## src/rtl/instr_encoder.sv

```systemverilog
// RV32I field packer: accepts one field bundle, encodes it, and writes it to
// instruction memory at an auto-incrementing word address (IDLE -> ENCODE -> WRITE).
module instr_encoder #(
  parameter int          ADDR_WIDTH = 10,
  parameter int unsigned BASE_ADDR  = 0
) (
  input  logic                  clk,
  input  logic                  reset,
  input  logic                  clear,
  input  logic                  in_valid,
  output logic                  in_ready,
  input  logic [2:0]            in_type,
  input  logic [4:0]            in_rd,
  input  logic [4:0]            in_rs1,
  input  logic [4:0]            in_rs2,
  input  logic [2:0]            in_funct3,
  input  logic [6:0]            in_funct7,
  input  logic [12:0]           in_imm,
  output logic                  mem_wr_en,
  input  logic                  mem_ready,
  output logic [ADDR_WIDTH-1:0] mem_addr,
  output logic [31:0]           mem_wdata,
  output logic [15:0]           wr_count,
  output logic                  err_illegal,
  output logic                  err_align,
  output logic                  wrapped
);

  localparam logic [ADDR_WIDTH-1:0] LP_BASE = BASE_ADDR[ADDR_WIDTH-1:0];

  typedef enum logic [1:0] {
    S_IDLE   = 2'd0,
    S_ENCODE = 2'd1,
    S_WRITE  = 2'd2
  } state_t;

  state_t                r_state;
  logic [2:0]            r_type;
  logic [4:0]            r_rd;
  logic [4:0]            r_rs1;
  logic [4:0]            r_rs2;
  logic [2:0]            r_f3;
  logic [6:0]            r_f7;
  logic [12:0]           r_imm;
  logic                  r_wr_en;
  logic [31:0]           r_wdata;
  logic [ADDR_WIDTH-1:0] r_addr;
  logic [15:0]           r_count;
  logic                  r_err_ill;
  logic                  r_err_align;
  logic                  r_wrapped;

  logic [31:0]           w_word;
  logic                  w_legal;

  // BRANCH drops imm[0]; it only feeds the alignment flag.
  always_comb begin
    w_legal = 1'b1;
    w_word  = '0;
    case (r_type)
      3'd0: w_word = {r_f7, r_rs2, r_rs1, r_f3, r_rd, 7'b0110011};
      3'd1: w_word = {r_imm[11:0], r_rs1, r_f3, r_rd, 7'b0010011};
      3'd2: w_word = {r_imm[11:0], r_rs1, r_f3, r_rd, 7'b0000011};
      3'd3: w_word = {r_imm[11:5], r_rs2, r_rs1, r_f3, r_imm[4:0], 7'b0100011};
      3'd4: w_word = {r_imm[12], r_imm[10:5], r_rs2, r_rs1, r_f3,
                      r_imm[4:1], r_imm[11], 7'b1100011};
      default: w_legal = 1'b0;
    endcase
  end

  assign in_ready    = (r_state == S_IDLE) && !reset && !clear;
  assign mem_wr_en   = r_wr_en;
  assign mem_addr    = r_addr;
  assign mem_wdata   = r_wdata;
  assign wr_count    = r_count;
  assign err_illegal = r_err_ill;
  assign err_align   = r_err_align;
  assign wrapped     = r_wrapped;

  always_ff @(posedge clk or posedge reset) begin
    if (reset) begin
      r_state     <= S_IDLE;
      r_type      <= '0;
      r_rd        <= '0;
      r_rs1       <= '0;
      r_rs2       <= '0;
      r_f3        <= '0;
      r_f7        <= '0;
      r_imm       <= '0;
      r_wr_en     <= 1'b0;
      r_wdata     <= '0;
      r_addr      <= LP_BASE;
      r_count     <= '0;
      r_err_ill   <= 1'b0;
      r_err_align <= 1'b0;
      r_wrapped   <= 1'b0;
    end else if (clear) begin
      r_state     <= S_IDLE;
      r_wr_en     <= 1'b0;
      r_addr      <= LP_BASE;
      r_count     <= '0;
      r_err_ill   <= 1'b0;
      r_err_align <= 1'b0;
      r_wrapped   <= 1'b0;
    end else begin
      case (r_state)
        S_IDLE: begin
          if (in_valid) begin
            r_type  <= in_type;
            r_rd    <= in_rd;
            r_rs1   <= in_rs1;
            r_rs2   <= in_rs2;
            r_f3    <= in_funct3;
            r_f7    <= in_funct7;
            r_imm   <= in_imm;
            r_state <= S_ENCODE;
          end
        end
        S_ENCODE: begin
          if (w_legal) begin
            r_wdata <= w_word;
            r_wr_en <= 1'b1;
            r_state <= S_WRITE;
            if (r_type == 3'd4 && r_imm[0]) r_err_align <= 1'b1;
          end else begin
            r_err_ill <= 1'b1;
            r_state   <= S_IDLE;
          end
        end
        S_WRITE: begin
          if (mem_ready) begin
            r_wr_en <= 1'b0;
            r_addr  <= r_addr + ADDR_WIDTH'(1);
            if (&r_addr) r_wrapped <= 1'b1;
            if (r_count != 16'hFFFF) r_count <= r_count + 16'd1;
            r_state <= S_IDLE;
          end
        end
        default: r_state <= S_IDLE;
      endcase
    end
  end

endmodule

```

## config.mk

```make
export PLATFORM = sky130hd
export DESIGN_NAME = instr_encoder
export DESIGN_NICKNAME = d
export VERILOG_FILES = /design/src/rtl/instr_encoder.sv
export SDC_FILE = /design/constraint.sdc
export NUM_CORES = 1
export LEC_CHECK = 0
export BUFFER_PORTS_ARGS = -buffer_cell sky130_fd_sc_hd__buf_2
export CAP_MARGIN = 20
export CORE_MARGIN = 2
export CORE_UTILIZATION = 53
export DETAILED_ROUTE_END_ITERATION = 12
export PLACE_DENSITY = 0.85
export SETUP_SLACK_MARGIN = 0.02
export SLEW_MARGIN = 5
export SYNTH_ARGS = -nofsm -noshare
export SYNTH_HDL_FRONTEND = slang
export SYNTH_SLANG_ARGS = --single-unit
export TNS_END_PERCENT = 10
```

## constraint.sdc

```tcl
create_clock -name clk -period 3.29 [get_ports clk]
set_input_delay 0.1645 -clock clk [delete_from_list [all_inputs] [get_ports clk]]
set_output_delay 0.1645 -clock clk [all_outputs]
set_load 0.005 [all_outputs]
```

==> results.toml <==
[global_routing]
use_met2_pct = 35.0
grt_max_degree = 52
gr-usage-met1_pct = 29.3
grt.total_usage_pct = 21.7
use_met3_pct = 3.68
grt.busiest_layer = "met2"
grt_pass1_wl_um = 16600
grt_pass1_vias = 3456
grt-ovfl-total = 0
antenna_found_initial = 0

[detailed_routing]
dr.pass1.iters = 5
vias = 3526
avgViaCountPerCell = 5.83
first_iter_violations = 212
routed_wl_um = 9890
wl_per_cell_um = 16.4
drc_errors = 0
drtAntennaViolNets = 0

[place]
placed_area_um2 = 5140
dp_slack_ns = 1.03
io_buffers = 106
dp.final_hpwl_um = 7010
place_congestion = 0.806
place_inst = 589

[worst_hold_path]
min_to = "r_type[2]$_DFFE_PP0P_"
hp-class = "primary input to flop"
worstHoldStart = "in_type[2]"
hold_depth = 3

[sta]
relSlewSlack_pct = 36.3
setup_slack_ns = 0.975
final-hold-violation-count = 0
setup_viol = 0
fmax_mhz = 432
tightest_slew_ns = 0.956
finalCritPeriodShare_pct = 70.4
finalSetupTns_ns = 0
drv_slew = 0
rsz0062_at_grt = "false"
skew_ns = 0.00700
min_period_ns = 2.32
hold-worst-slack_ns = 0.00628

[setup_path]
r2r-start = "r_type[1]$_DFFE_PP0P_"
path_class = "flop to flop"
cp-start-kind = "flop"
critPathMaxFanout = 27
arrival_ns = 2.58
end_kind = "flop"
r2r-end = "mem_wdata[7]$_DFFE_PP0P_"
worstSetupStartpoint = "r_type[1]$_DFFE_PP0P_"
regToRegSetupSlack_ns = 0.97
rr_worst_depth = 4
worstPathRequired_ns = 3.55

[die]
core_area_um2 = 8300
initial_utilization_pct = 55.0
die_h_um = 96.8
die_w_um = 96.8
pin_count = 109
dieArea_um2 = 9370
rows = 33

[synthesis]
synth_warnings = 0
synth_cells = 396
synth.distinct_cells = 58
async_reset_ff_share_pct = 100
synth_edf_count = 0
synthFlopType = "dfrtp_1"
seq_area_frac_synth_pct = 56.0
synth_area_um2 = 4560
ys_ff_latch = 102
avgSynthCellArea_um2 = 11.5

[status]
status = "finished clean"

[finish]
syn2layout_area_growth_pct = 17.1
final_cell_mix = "buf_2, dfrtp_1, nand2_1"
post-route-util_pct = 64.4
n_antenna_cell = 0
final_common_cell = "buf_2"
final_cell_area_um2 = 5340
stdcell_count = 605
final_nets = 544
num-fill-cells = 652
drive_above_1_share_pct = 34.6

[cts]
cts_resized = 0
clk_latency_ns = 0.37
clkSinkCount = 102
cts.clk_slew.worst_paths_ns = 0.09
cts_buffers = 9
cts_buffer_depth = 2
htree_levels = 3
cts_tree = "built"
clock-root-buffer = "clkbuf_8"

[power_and_ir_drop]
p_leak_nw = 2.56
p_total_mw = 3.13
p_per_area_nw_per_um2 = 586
ir_worst_vdd_mv = 0.329

[job]
maxCapViolCount = 0
## worst max-delay path: stages, from the launching register on
cell and delay [ns]:
dfrtp_1 0.53, o21ai_0 0.33, and3b_1 0.84, o221ai_1 0.33, o21a_1 0.19
## flip-flops by register name, summed over array words and instances, names as in the netlist
signal	flops
mem_addr	10
r_rd	5
r_rs2	5
r_type	3
r_rs1	5
err_illegal	1
r_state	2
r_f3	3
mem_wdata	29
r_f7	7
wrapped	1
err_align	1
mem_wr_en	1
r_imm	13
wr_count	16
## routing by layer
metal  routed length [µm]  vias to the layer above
li1                     -                     1610
met5                    0                        -
met2                 4840                      161
met1                 4180                     1736
met3                  654                       19
met4                  209                        0
## synthesized netlist by cell type, types with 3 or more instances
| master | count | share of area [%] |
|---|---|---|
| a221o_1 | 5 | 1.1 |
| buf_4 | 5 | 0.82 |
| nor2b_1 | 5 | 0.69 |
| nor3_1 | 4 | 0.44 |
| dfrtp_1 | 102 | 56 |
| nand4_1 | 5 | 0.69 |
| nor4_1 | 6 | 0.82 |
| o21ai_1 | 5 | 0.55 |
| nand2_1 | 40 | 3.3 |
| xnor2_1 | 8 | 1.5 |
| a221oi_1 | 10 | 1.9 |
| mux2i_1 | 5 | 1.1 |
| nand3_1 | 8 | 0.88 |
| a31oi_1 | 4 | 0.55 |
| and3_1 | 7 | 0.96 |
| o211ai_1 | 4 | 0.66 |
| a21oi_1 | 7 | 0.77 |
| inv_1 | 6 | 0.49 |
| o21ai_0 | 13 | 1.4 |
| xor2_1 | 9 | 1.7 |
| nand3b_1 | 4 | 0.66 |
| clkbuf_1 | 8 | 0.66 |
| buf_2 | 11 | 1.2 |
| mux2_2 | 37 | 9.1 |
| mux2_1 | 3 | 0.74 |
| nor2_1 | 35 | 2.9 |
## cell families (layout without fill, tap and decap cells)
| logic type | count (synthesis) | after routing | synth area share (%) |
|---|---|---|---|
| AO/OA/AOI/OAI | 64 | 64 | 9.90 |
| buffers and inverters | 30 | 133 | 3.18 |
| multiplexers | 45 | 45 | 11.0 |
| AND/OR/NAND/NOR | 135 | 135 | 16.1 |
| XOR/XNOR | 17 | 17 | 3.26 |
| adder cells (fa/ha/maj) | 2 | 2 | 0.548 |
| other | 1 | 2 | 0.0822 |
| flip-flops | 102 | 102 | 56.0 |
## worst max path at each step
stage | end | slack [ns] | depth (start not counted)
after CTS | mem_wdata[7]$_DFFE_PP0P_ | 1.02 | 4
after global placement | mem_wdata[7]$_DFFE_PP0P_ | 1.15 | 4
after global routing | mem_wdata[7]$_DFFE_PP0P_ | 0.76 | 4
final | mem_wdata[7]$_DFFE_PP0P_ | 0.97 | 4
after detailed placement | mem_wdata[7]$_DFFE_PP0P_ | 1.03 | 4
after floorplan | err_align$_DFFE_PP0P_ | 0.45 | 1
## final cells by class
type,instances,area [µm²],share of cell area [%]
sequential,102,2550,47.8
multi-input combinational,265,1870,35.0
timing repair buffer,112,578,10.8
tap,105,131,2.46
clock buffer,10,128,2.39
clock inverter,5,61.3,1.15
inverter,6,25.0,0.468
## where the power goes
group	switching (mW)	internal, mW
sequential	0.197	1.52
combinational	0.301	0.335
clock	0.428	0.351
total	0.926	2.21
## timing repair
item | 4_1_cts | 5_1_grt
buffers inserted | 0 | 0
hold buffers | 1 | 0
hold endpoints to repair | 49 | 0
(Power assumes the default switching activity.)
